$ cat src/rtl/reg_bus_initiator.sv
// REG_BUS initiator: queued write/read/poll commands become REG_BUS
// transactions, with exactly one response returned per command.
module reg_bus_initiator #(
    parameter int unsigned ADDR_WIDTH = 32,
    parameter int unsigned DATA_WIDTH = 32,
    parameter int unsigned FIFO_DEPTH = 4,
    parameter int unsigned POLL_MAX   = 1024
) (
    input  logic                    clk_i,
    input  logic                    rst_ni,
    // command side
    input  logic                    cmd_valid_i,
    output logic                    cmd_ready_o,
    input  logic [1:0]              cmd_op_i,
    input  logic [ADDR_WIDTH-1:0]   cmd_addr_i,
    input  logic [DATA_WIDTH-1:0]   cmd_wdata_i,
    input  logic [DATA_WIDTH-1:0]   cmd_mask_i,
    // response side
    output logic                    rsp_valid_o,
    input  logic                    rsp_ready_i,
    output logic [DATA_WIDTH-1:0]   rsp_rdata_o,
    output logic                    rsp_error_o,
    output logic                    rsp_timeout_o,
    output logic                    busy_o,
    // REG_BUS initiator port
    output logic [ADDR_WIDTH-1:0]   reg_bus_addr_o,
    output logic                    reg_bus_write_o,
    output logic [DATA_WIDTH-1:0]   reg_bus_wdata_o,
    output logic [DATA_WIDTH/8-1:0] reg_bus_wstrb_o,
    output logic                    reg_bus_valid_o,
    input  logic                    reg_bus_ready_i,
    input  logic [DATA_WIDTH-1:0]   reg_bus_rdata_i,
    input  logic                    reg_bus_error_i
);

    localparam int unsigned PTR_W  = $clog2(FIFO_DEPTH);
    localparam int unsigned CNT_W  = $clog2(FIFO_DEPTH + 1);
    localparam int unsigned POLL_W = $clog2(POLL_MAX + 1);
    localparam int unsigned STRB_W = DATA_WIDTH / 8;

    typedef enum logic [1:0] {
        OP_WRITE = 2'b00,
        OP_READ  = 2'b01,
        OP_POLL  = 2'b10,
        OP_RSVD  = 2'b11
    } op_e;

    typedef enum logic [1:0] {
        S_IDLE  = 2'd0,
        S_ISSUE = 2'd1,
        S_GAP   = 2'd2,
        S_RESP  = 2'd3
    } state_e;

    typedef struct packed {
        logic [1:0]            op;
        logic [ADDR_WIDTH-1:0] addr;
        logic [DATA_WIDTH-1:0] wdata;
        logic [DATA_WIDTH-1:0] mask;
    } cmd_t;

    // ---------------------------------------------------------------
    // Command FIFO
    // ---------------------------------------------------------------
    cmd_t             mem [FIFO_DEPTH];
    cmd_t             cmd_in;
    cmd_t             head;
    logic [PTR_W-1:0] wr_ptr_q, rd_ptr_q;
    logic [CNT_W-1:0] count_q, count_d;
    logic             ready_q;
    logic             push, pop;

    state_e           state_q, state_d;

    assign push = cmd_valid_i && ready_q;
    assign pop  = (state_q == S_IDLE) && (count_q != '0);
    assign head = mem[rd_ptr_q];

    // Pack the incoming command fields into one FIFO entry.
    always_comb begin
        cmd_in       = '0;
        cmd_in.op    = cmd_op_i;
        cmd_in.addr  = cmd_addr_i;
        cmd_in.wdata = cmd_wdata_i;
        cmd_in.mask  = cmd_mask_i;
    end

    // Occupancy after this cycle's push/pop.
    always_comb begin
        count_d = count_q;
        case ({push, pop})
            2'b10:   count_d = count_q + CNT_W'(1);
            2'b01:   count_d = count_q - CNT_W'(1);
            default: count_d = count_q;
        endcase
    end

    // FIFO storage; contents need no reset because the pointers define validity.
    always_ff @(posedge clk_i) begin
        if (push) begin
            mem[wr_ptr_q] <= cmd_in;
        end
    end

    // FIFO pointers, occupancy and registered ready.
    always_ff @(posedge clk_i or negedge rst_ni) begin
        if (!rst_ni) begin
            wr_ptr_q <= '0;
            rd_ptr_q <= '0;
            count_q  <= '0;
            ready_q  <= 1'b0;
        end else begin
            if (push) wr_ptr_q <= wr_ptr_q + PTR_W'(1);
            if (pop)  rd_ptr_q <= rd_ptr_q + PTR_W'(1);
            count_q <= count_d;
            ready_q <= (count_d != CNT_W'(FIFO_DEPTH));
        end
    end

    // ---------------------------------------------------------------
    // Transaction FSM
    // ---------------------------------------------------------------
    op_e                   op_q, op_d;
    logic [ADDR_WIDTH-1:0] addr_q, addr_d;
    logic [DATA_WIDTH-1:0] wdata_q, wdata_d;
    logic [DATA_WIDTH-1:0] mask_q, mask_d;
    logic [POLL_W-1:0]     poll_cnt_q, poll_cnt_d;

    logic                  bus_valid_q, bus_valid_d;
    logic                  bus_write_q, bus_write_d;
    logic [ADDR_WIDTH-1:0] bus_addr_q, bus_addr_d;
    logic [DATA_WIDTH-1:0] bus_wdata_q, bus_wdata_d;
    logic [STRB_W-1:0]     bus_wstrb_q, bus_wstrb_d;

    logic                  rsp_valid_q, rsp_valid_d;
    logic [DATA_WIDTH-1:0] rsp_rdata_q, rsp_rdata_d;
    logic                  rsp_error_q, rsp_error_d;
    logic                  rsp_timeout_q, rsp_timeout_d;
    logic                  busy_q, busy_d;

    logic                  poll_match;
    logic                  poll_last;
    logic                  head_is_write;

    assign poll_match    = (reg_bus_rdata_i & mask_q) == (wdata_q & mask_q);
    assign poll_last     = (poll_cnt_q + POLL_W'(1)) == POLL_W'(POLL_MAX);
    assign head_is_write = (head.op == OP_WRITE);

    // Next-state and next-output logic; every registered output is decided here.
    always_comb begin
        state_d       = state_q;
        op_d          = op_q;
        addr_d        = addr_q;
        wdata_d       = wdata_q;
        mask_d        = mask_q;
        poll_cnt_d    = poll_cnt_q;
        bus_valid_d   = bus_valid_q;
        bus_write_d   = bus_write_q;
        bus_addr_d    = bus_addr_q;
        bus_wdata_d   = bus_wdata_q;
        bus_wstrb_d   = bus_wstrb_q;
        rsp_valid_d   = rsp_valid_q;
        rsp_rdata_d   = rsp_rdata_q;
        rsp_error_d   = rsp_error_q;
        rsp_timeout_d = rsp_timeout_q;

        case (state_q)
            S_IDLE: begin
                if (count_q != '0) begin
                    op_d       = op_e'(head.op);
                    addr_d     = head.addr;
                    wdata_d    = head.wdata;
                    mask_d     = head.mask;
                    poll_cnt_d = '0;
                    if (head.op == OP_RSVD) begin
                        state_d       = S_RESP;
                        rsp_valid_d   = 1'b1;
                        rsp_rdata_d   = '0;
                        rsp_error_d   = 1'b1;
                        rsp_timeout_d = 1'b0;
                    end else begin
                        state_d     = S_ISSUE;
                        bus_valid_d = 1'b1;
                        bus_write_d = head_is_write;
                        bus_addr_d  = head.addr;
                        bus_wdata_d = head_is_write ? head.wdata : '0;
                        bus_wstrb_d = head_is_write ? '1 : '0;
                    end
                end
            end

            S_ISSUE: begin
                if (reg_bus_ready_i) begin
                    bus_valid_d   = 1'b0;
                    rsp_error_d   = reg_bus_error_i;
                    rsp_timeout_d = 1'b0;
                    rsp_rdata_d   = reg_bus_rdata_i;
                    state_d       = S_RESP;
                    rsp_valid_d   = 1'b1;
                    if (op_q == OP_WRITE) begin
                        rsp_rdata_d = '0;
                    end else if (op_q == OP_POLL && !reg_bus_error_i && !poll_match) begin
                        if (poll_last) begin
                            rsp_timeout_d = 1'b1;
                        end else begin
                            // Another attempt follows after one idle bus cycle.
                            state_d     = S_GAP;
                            rsp_valid_d = 1'b0;
                            rsp_rdata_d = rsp_rdata_q;
                            rsp_error_d = rsp_error_q;
                            if (poll_cnt_q != POLL_W'(POLL_MAX)) begin
                                poll_cnt_d = poll_cnt_q + POLL_W'(1);
                            end
                        end
                    end
                end
            end

            S_GAP: begin
                state_d     = S_ISSUE;
                bus_valid_d = 1'b1;
            end

            S_RESP: begin
                if (rsp_ready_i) begin
                    state_d     = S_IDLE;
                    rsp_valid_d = 1'b0;
                end
            end

            default: begin
                state_d     = S_IDLE;
                bus_valid_d = 1'b0;
                rsp_valid_d = 1'b0;
            end
        endcase

        busy_d = (state_d != S_IDLE) || (count_d != '0);
    end

    // State, working and output registers.
    always_ff @(posedge clk_i or negedge rst_ni) begin
        if (!rst_ni) begin
            state_q       <= S_IDLE;
            op_q          <= OP_WRITE;
            addr_q        <= '0;
            wdata_q       <= '0;
            mask_q        <= '0;
            poll_cnt_q    <= '0;
            bus_valid_q   <= 1'b0;
            bus_write_q   <= 1'b0;
            bus_addr_q    <= '0;
            bus_wdata_q   <= '0;
            bus_wstrb_q   <= '0;
            rsp_valid_q   <= 1'b0;
            rsp_rdata_q   <= '0;
            rsp_error_q   <= 1'b0;
            rsp_timeout_q <= 1'b0;
            busy_q        <= 1'b0;
        end else begin
            state_q       <= state_d;
            op_q          <= op_d;
            addr_q        <= addr_d;
            wdata_q       <= wdata_d;
            mask_q        <= mask_d;
            poll_cnt_q    <= poll_cnt_d;
            bus_valid_q   <= bus_valid_d;
            bus_write_q   <= bus_write_d;
            bus_addr_q    <= bus_addr_d;
            bus_wdata_q   <= bus_wdata_d;
            bus_wstrb_q   <= bus_wstrb_d;
            rsp_valid_q   <= rsp_valid_d;
            rsp_rdata_q   <= rsp_rdata_d;
            rsp_error_q   <= rsp_error_d;
            rsp_timeout_q <= rsp_timeout_d;
            busy_q        <= busy_d;
        end
    end

    assign cmd_ready_o     = ready_q;
    assign rsp_valid_o     = rsp_valid_q;
    assign rsp_rdata_o     = rsp_rdata_q;
    assign rsp_error_o     = rsp_error_q;
    assign rsp_timeout_o   = rsp_timeout_q;
    assign busy_o          = busy_q;
    assign reg_bus_addr_o  = bus_addr_q;
    assign reg_bus_write_o = bus_write_q;
    assign reg_bus_wdata_o = bus_wdata_q;
    assign reg_bus_wstrb_o = bus_wstrb_q;
    assign reg_bus_valid_o = bus_valid_q;

endmodule

$ cat config.mk
export PLATFORM = sky130hd
export DESIGN_NAME = reg_bus_initiator
export DESIGN_NICKNAME = d
export VERILOG_FILES = /design/src/rtl/reg_bus_initiator.sv
export SDC_FILE = /design/constraint.sdc
export NUM_CORES = 1
export LEC_CHECK = 0
export ABC_AREA = 1
export BUFFER_PORTS_ARGS = -buffer_cell sky130_fd_sc_hd__buf_2
export CAP_MARGIN = 20
export CELL_PAD_IN_SITES_DETAIL_PLACEMENT = 0
export CELL_PAD_IN_SITES_GLOBAL_PLACEMENT = 2
export CORE_AREA = 2 2 228 252
export CTS_CLUSTER_SIZE = 10
export DETAILED_ROUTE_END_ITERATION = 12
export DIE_AREA = 0 0 230 254
export PLACE_DENSITY = 0.93
export RECOVER_POWER = 50
export SLEW_MARGIN = 20
export SYNTH_ARGS = -nofsm -noshare
export SYNTH_HDL_FRONTEND = slang
export SYNTH_SLANG_ARGS = --single-unit
$ cat constraint.sdc
create_clock -name clk_i -period 8.7 [get_ports clk_i]
set_clock_uncertainty 0.05 [all_clocks]
set_input_delay 1.305 -clock clk_i [delete_from_list [all_inputs] [get_ports clk_i]]
set_output_delay 1.305 -clock clk_i [all_outputs]
set_load 0.01 [all_outputs]
# After elaboration in Yosys (flattened, before gate mapping)
# Memories as Yosys holds them, arrays and structs flattened.
# Index checks and enable logic that the tools add are counted.
# Widths: inputs -> output; s select.
[word_totals]
reg_bits = 193
mem_bits_rw = 392
in_bits = 136
out_inout_bits = 107
word_cells = 122
n_memories = 1
[mem_list]
columns = ["name", "words", "width", "read_ports", "rd_ports_with_merged_regs", "write_ports", "line", "rtl"]
rows = [
  ["mem", 4, 98, 1, 0, 1, "65", "cmd_t mem [FIFO_DEPTH];"],
]
[op_classes]
n_addsub = 5
n_eq_ne = 21
muxes = 50
n_bitwise = 3
n_reduce_logical = 23
[ops]
columns = ["op", "n"]
rows = [
  ["$mux 32", 7],
  ["$mux 11", 6],
  ["$and 32x32->32", 2],
  ["$pmux 32 s2", 1],
  ["$eq 32x32->1", 1],
  ["$mux 1", 24],
  ["$pmux 11 s2", 1],
  ["$ne 2x2->1 const B", 7],
  ["$reduce_bool 3->1", 4],
  ["$add 11x1->11 const B", 1],
  ["$eq 11x11->1 const B", 1],
  ["$ne 11x11->1 const B", 1],
  ["$eq 2x2->1 const B", 5],
  ["$reduce_and 5->1", 2],
  ["$mux 2", 4],
  ["$pmux 2 s4", 1],
  ["$reduce_and 4->1", 2],
  ["$reduce_and 7->1", 1],
  ["$logic_not 2->1", 3],
  ["$pmux 1 s3", 2],
  ["$pmux 3 s2", 1],
  ["$add 2x1->2 const B", 2],
  ["$eq 2x1->1 const B", 2],
  ["$logic_and 1x1->1", 4],
  ["other kinds (13)", 17],
]

# Depth between registers and ports, before layout
# Gate-level depths: netlist of the first run.
[logic_depth]
ltp_word = 10
depth_mapped = 14
depth_no_buf = 14

# Least setup slack after synthesis of the first run
# OpenSTA, ideal clock, no wires.
[synth_timing]
kind = "in2reg"
start = "in cmd_valid_i"
end = "mem mem[0][0] (netlist name), enable pin"
setup_time_ns = 0.556
arrival_ns = 5.568
required_ns = 8.094
path_slack_ns = 2.526
stages = 2
path_cell_list = "nand2_1 nor2_1"
[synth_between]
elab_chain_len = 3
[synth_rtl]
columns = ["element", "line", "rtl"]
rows = [
  ["start: declaration", "12", "input logic cmd_valid_i,"],
  ["$logic_and 1x1->1", "75", "assign push = cmd_valid_i && ready_q;"],
  ["$mux 1", "100", "if (push) begin"],
  ["$mux 1 (implied by the code)", "101", "mem[wr_ptr_q] <= cmd_in;"],
  ["end: declaration", "65", ""],
]
# No other way between the ends.

# Worst setup path after layout of the first run
[layout_timing]
start = "reg rd_ptr_q[0]"
end = "reg bus_wdata_q[13] (netlist: reg_bus_wdata_o[13])"
[layout_between]
elab_chain_len = 4
word_cells_on_any_way = 6
cone_classes = "eq/ne: 1; mux: 1; bitwise: 1; reduce/logical: 2; memory: 1"
[layout_rtl]
columns = ["element", "line", "rtl"]
rows = [
  ["start: declaration", "68", "logic [PTR_W-1:0] wr_ptr_q, rd_ptr_q;"],
  ["start signal: assignment", "114", "if (pop) rd_ptr_q <= rd_ptr_q + PTR_W'(1);"],
  ["$mem_v2 4x98 (*)", "-", ""],
  ["$eq 2x2->1", "175", "if (head.op == OP_RSVD) begin"],
  ["$not 1->1 (no source line)", "-", ""],
  ["$reduce_and 3->1 (no source line)", "-", ""],
  ["end signal: assignment", "270", "bus_wdata_q <= bus_wdata_d;"],
  ["end: declaration", "132", "logic [DATA_WIDTH-1:0] bus_wdata_q, bus_wdata_d;"],
]
# Every way passes the cells marked *; elsewhere a longest branch is shown, timed or not.
# A chain may end at the register's enable or synchronous reset.

==> flow_metrics.py, run 1 <==
metrics = {
    "grt": {
        "grt-ovfl-total": 0,
        "grt_pass1_wl_um": 90900,
        "grt.met2_usage": 0.346,
        "grt_max_degree": 116,
        "grt-busiest-layer": "met2",
        "antenna_found_initial": 16,
        "grt_pass1_vias": 15200,
        "grtUsageMet3": 0.0507,
        "met1_usage": 0.258,
        "track_usage": 0.207,
    },
    "outcome": {
        "violations": "capacitance limit, slew limit",
        "status": "complete, but fails checks",
    },
    "floorplan": {
        "fp.dieW_um": 230,
        "ios": 243,
        "start_util": 0.416,
        "num_rows": 91,
        "fp.dieH_um": 254,
        "core_region_area_um2": 55800,
        "dieArea_um2": 58400,
    },
    "clock_network": {
        "clock-sinks": 581,
        "cts_buffers": 69,
        "cts_setup_buffers": 0,
        "ctsResizeCount": 0,
        "cts_tree": "yes",
        "ctsHoldBuffers": 0,
        "clk_pin_slew_ps": 50,
        "clock-root-buffer": "clkbuf_16",
        "htree_levels": 3,
        "cts_max_path_buffers": 3,
        "clkLatencyLatePin_ps": 600,
    },
    "sta": {
        "period_share": 0.659,
        "rsz0062_at_grt": "no",
        "finalHoldViolations": 0,
        "worst_hold_slack_ps": 412,
        "slew_violations": 269,
        "tightest_slew_ps": 3410,
        "maxSlewHeadroom": -1.28,
        "finalSetupViolations": 0,
        "tns_ps": 0,
        "min_period_ps": 5730,
        "fmax_mhz": 175,
    },
    "yosys": {
        "synth-simple-area-share": 0.153,
        "synth_most_common_cell": "edfxtp_1",
        "synth_top_family_by_area": "simple AND/OR/NAND/NOR gates",
        "synth_edf_count": 392,
        "synthTopCellsByCount": "edfxtp_1 (392), nand2_1 (389), nor2_1 (366), o21ai_0 (192), dfrtp_1 (189)",
        "ys_seq_area_frac": 0.712,
        "yosysUniqueCellTypes": 38,
        "yosys.area.top_type_share": 0.508,
        "synth_fa_ha_area_frac": 0.00464,
        "synth_compound_area_frac": 0.0831,
        "syn_avg_cell_area_um2": 11.3,
        "ys_top_cells_by_area": "edfxtp_1 (51%), dfrtp_1 (20%), nand2_1 (6.3%)",
        "synthXorXnorAreaFrac": 0.00151,
        "syn_inst": 2051,
        "syn_nets": 2195,
        "async_flop_share": 0.325,
        "muxShareOfSynthArea": 0,
        "ys_ff_latch": 581,
        "synth.cell_area_um2": 23200,
        "synth_ff_type": "edfxtp_1",
        "yosysTopAreaCell": "edfxtp_1",
        "yosys_warnings": 0,
    },
    "placed_design": {
        "place_congestion": 0.788,
        "hpwlAfterDp_um": 37900,
        "place_area_um2": 25000,
        "dp.cells": 2940,
        "io_buffers": 242,
    },
    "pwr": {
        "vdd_drop_max_v": 0.000228,
        "power_density_nw_per_um2": 356,
        "p_leak_uw": 0.0106,
        "p_total_uw": 9570,
    },
    "layout": {
        "drive_above_1_share": 0.115,
        "fin_area_um2": 26900,
        "ff_latch_area_um2": 16500,
        "finalNonFillerCells": 3076,
        "nets": 2411,
        "n_fill_cell": 5055,
        "area_growth_syn_to_layout_pct": 15.8,
        "multi_input_area_um2": 5650,
    },
    "detailed_routing": {
        "route.detailed.drc": 0,
        "vias_per_cell": 5.08,
        "drtPass1Iterations": 7,
        "postRouteAntennaNets": 0,
        "routed_wl_um": 60300,
        "wl_per_cell_um": 19.6,
        "drtIter0Drc": 1423,
        "num_vias": 15600,
    },
    "setup_path": {
        "startpoint_type": "register",
        "endpoint_kind": "register",
        "regToRegStartpoint": "rd_ptr_q[0]",
        "crit_fanout": 83,
        "timing.critical_path.from": "rd_ptr_q[0]",
        "arrival_ps": 6140,
        "reg2reg_slack_ps": 2970,
        "cp.required_ps": 9110,
        "reg2regPathDepth": 10,
        "worstSetupEndpoint": "reg_bus_wdata_o[13]",
        "worstSetupPathType": "reg2reg",
        "timing.rr.end": "reg_bus_wdata_o[13]",
    },
    "worst_hold_path": {
        "hp-class": "reg2reg",
    },
    "job": {
        "max_cap_violations": 5,
    },
}
==> layer usage <==
metal / up-vias / share of wire
li1: 7497 / -
met1: 7524 / 0.40
met2: 505 / 0.49
met3: 99 / 0.071
met4: 10 / 0.033
met5: - / 0.00095
==> power breakdown <==
| group | switching, uW | internal [uW] | total [uW] |
|---|---|---|---|
| combinational | 2080 | 850 | 2930 |
| sequential | 338 | 3710 | 4050 |
| clock | 1080 | 1520 | 2590 |
==> flip-flops by register name (all words and copies together), names as in the netlist <==
name	cells
busy_o	1
poll_cnt_q	11
reg_bus_valid_o	1
reg_bus_wdata_o	32
rd_ptr_q	2
rsp_error_o	1
reg_bus_wstrb_o	1
op_q	2
wr_ptr_q	2
wdata_q	32
cmd_ready_o	1
rsp_valid_o	1
mask_q	32
rsp_rdata_o	32
mem	392
state_q	2
reg_bus_addr_o	32
rsp_timeout_o	1
count_q	3
==> stage by stage <==
step                 util  setup WS [ps]
global route        0.481           2380
CTS                 0.484           4750
finish              0.481           2970
detailed placement  0.447           4320
floorplan               -           2530
global placement    0.447           4410
==> kinds of logic after synthesis <==
group	Yosys count
compound gates	342
flops	581
buf+inv	247
xor+xnor	4
fa+ha+maj	8
simple gates	869
==> worst max-delay path, stage by stage, from the launching register on <==
cell	delay, ps
dfrtp_4	670
clkinvlp_2	2300
nand2_1	590
nand3_2	150
nand4_1	290
inv_1	120
nor2_4	80
buf_4	550
inv_2	480
nand2_1	160
o21ai_0	100
==> cells in the final DEF (no fill, tap or decap), types with 3 or more instances in the layout <==
cell / instances
edfxtp_1: 392
nand2_1: 389
nor2_1: 360
o21ai_0: 192
dfrtp_1: 187
clkbuf_1: 151
buf_2: 142
inv_1: 126
clkbuf_16: 70
a31oi_1: 64
nand4_1: 49
nand3_1: 45
a21oi_1: 39
a32oi_1: 31
buf_4: 15
diode_2: 10
o21ai_1: 10
ha_1: 7
nand3_2: 6
nor2_4: 6
xor2_1: 3
nor2_2: 3
clkinv_8: 3
==> how the worst min path moves through the flow <==
stage | start | endpoint | depth (start not counted)
floorplan | wdata_q[0] | wdata_q[0] | 2
global placement | rsp_rdata_o[15] | rsp_rdata_o[15] | 2
detailed placement | rsp_rdata_o[4] | rsp_rdata_o[4] | 2
CTS | rsp_rdata_o[4] | rsp_rdata_o[4] | 2
global route | rsp_rdata_o[19] | rsp_rdata_o[19] | 2
finish | rsp_rdata_o[4] | rsp_rdata_o[4] | 2
==> final cells by class <==
type	count	area share
Clock buffer	119	0.0724
Sequential cell	581	0.615
Antenna cell	10	0.000932
Timing Repair Buffer	262	0.0460
Multi-Input combinational cell	1223	0.210
Tap cell	744	0.0347
Inverter	130	0.0184
Clock inverter	7	0.00266
Power figures use the tool's default switching activity.
==> run 2: changes to the inputs <==
CORE_AREA = 2 2 236 261   (was 2 2 228 252)
DIE_AREA = 0 0 238 263   (was 0 0 230 254)
PLACE_DENSITY = 0.89   (was 0.93)
clock period = 5.35 ns   (was 8.7 ns; I/O delays follow)
==> run 2 against run 1 <==
Maximum frequency is 60% higher. The flow still finishes with violations (capacitance limit, slew limit). First-iteration DRC count fell by 26%. Largest power group unchanged. Non-clock buffer count grew 2. Critical endpoint is now reg_bus_addr_o[8]. Total power is 64% higher.
==> flow_metrics.py, run 2 (synthesis results as in run 1) <==
metrics = {
    "outcome": {
        "status": "complete, but fails checks",
        "violations": "capacitance limit, slew limit",
    },
    "detailed_routing": {
        "wl_per_cell_um": 20.1,
        "postRouteAntennaNets": 0,
        "drtPass1Iterations": 5,
        "vias_per_cell": 5.05,
        "drtIter0Drc": 1056,
        "num_vias": 15700,
        "route.detailed.drc": 0,
        "routed_wl_um": 62400,
    },
    "layout": {
        "final_core_util": 0.452,
        "area_growth_syn_to_layout_pct": 16.4,
        "final_cell_mix": "edfxtp_1 (392), nand2_1 (389), nor2_1 (361), o21ai_0 (192), dfrtp_1 (187)",
        "drive_above_1_share": 0.119,
        "largest_register_ffs": 392,
        "nets": 2414,
        "final_common_cell": "edfxtp_1",
        "largest_register": "mem",
    },
    "clock_network": {
        "cts_max_path_buffers": 3,
        "clock-root-buffer": "clkbuf_16",
        "ctsHoldBuffers": 0,
        "cts_setup_buffers": 0,
        "cts_buffers": 70,
        "htree_levels": 3,
        "cts_tree": "yes",
        "clock-sinks": 581,
        "ctsResizeCount": 0,
        "clk_pin_slew_ps": 60,
        "clkLatencyLatePin_ps": 600,
    },
    "grt": {
        "grt_pass1_wl_um": 93400,
        "grt_max_degree": 104,
        "track_usage": 0.198,
        "antenna_found_initial": 24,
        "grt-ovfl-total": 0,
        "grt_pass1_vias": 15500,
    },
    "setup_path": {
        "cp.required_ps": 5810,
        "worstSetupPathType": "reg2reg",
        "worstSetupEndpoint": "reg_bus_addr_o[8]",
        "reg2reg_slack_ps": 1770,
        "endpoint_kind": "register",
        "timing.critical_path.from": "rd_ptr_q[0]",
        "crit_fanout": 95,
        "reg2regPathDepth": 9,
        "arrival_ps": 4030,
        "startpoint_type": "register",
        "timing.rr.end": "reg_bus_addr_o[8]",
        "regToRegStartpoint": "rd_ptr_q[0]",
    },
    "floorplan": {
        "start_util": 0.388,
        "core_region_area_um2": 59700,
        "ios": 243,
        "fp.dieW_um": 238,
        "num_rows": 94,
        "fp.dieH_um": 263,
        "dieArea_um2": 62600,
    },
    "sta": {
        "min_period_ps": 3580,
        "period_share": 0.669,
        "fmax_mhz": 280,
        "rsz0062_at_grt": "no",
        "finalHoldViolations": 0,
        "slew_violations": 164,
        "finalSetupViolations": 0,
        "maxSlewHeadroom": -0.975,
        "worst_hold_slack_ps": 404,
        "tightest_slew_ps": 2960,
    },
    "placed_design": {
        "io_buffers": 242,
        "hpwlAfterDp_um": 39200,
        "place_congestion": 0.786,
    },
    "pwr": {
        "power_density_nw_per_um2": 581,
        "p_leak_uw": 0.0107,
        "p_total_uw": 15700,
        "vdd_drop_max_v": 0.000338,
    },
    "job": {
        "max_cap_violations": 3,
    },
    "worst_hold_path": {
        "hp-class": "in2reg",
    },
}
## run 2: cell types whose count changed in the layout (fill, tap and decap cells not counted), moves of 2 or more
cell	change
buf_12	+2
buf_4	+3
clkbuf_1	-8
clkbuf_16	+3
clkinv_8	-3
clkinvlp_2	-2
diode_2	-3
inv_6	+3
## run 2: through the flow
stage | setup TNS, ps | setup slack (ps) | std cells | instance area (um2)
finish | 0 | 1770 | 3100 | 27000
global route | 0 | 1430 | 3100 | 27000
CTS | 0 | 1810 | 3093 | 27100
detailed placement | 0 | 1840 | 2966 | 25000
global placement | 0 | 1920 | 2966 | 25000
floorplan | -126040 | -322 | 2051 | 23200
## run 2: worst max-delay path: stages, from the launching register on
cell,delay [ps]
dfrtp_4,670
clkinv_4,580
nand2_1,250
nand3_2,110
nand4_1,240
inv_1,110
nor2_4,630
buf_4,470
nor2_1,70
a31oi_1,180
## run 2: area by class of cell
class | instances | area [um2]
Fill cell | 5556 | 32800
Sequential cell | 581 | 16500
Multi-Input combinational cell | 1223 | 5650
Clock buffer | 119 | 2030
Timing Repair Buffer | 264 | 1270
Tap cell | 768 | 961
Inverter | 130 | 498
Clock inverter | 8 | 56.3
Antenna cell | 7 | 17.5
## run 2: power breakdown
part / switching, uW / internal, uW / leakage [uW]
clock network: 1780 / 2580 / 0.00100
logic: 3340 / 1370 / 0.00374
registers: 586 / 6010 / 0.00591
## run 2: worst min path at each step
stage / startpoint / end / slack [ps] / cells after the start
final: cmd_mask_i[27] / mem[1][27] / 400 / 1
after global routing: cmd_wdata_i[8] / mem[0][40] / 390 / 1
after CTS: rst_ni / reg_bus_addr_o[14] / 260 / 1
after detailed placement: rsp_rdata_o[22] / rsp_rdata_o[22] / 410 / 2
after global placement: rsp_rdata_o[9] / rsp_rdata_o[9] / 400 / 2
after floorplan: wdata_q[0] / wdata_q[0] / 420 / 2
## run 2: metal layers
layer,GRT usage,vias up,share of wire
met5,0,-,0.0029
met4,0.0757,30,0.027
met3,0.0575,113,0.073
met2,0.323,386,0.48
met1,0.249,7645,0.41
li1,-,7490,-
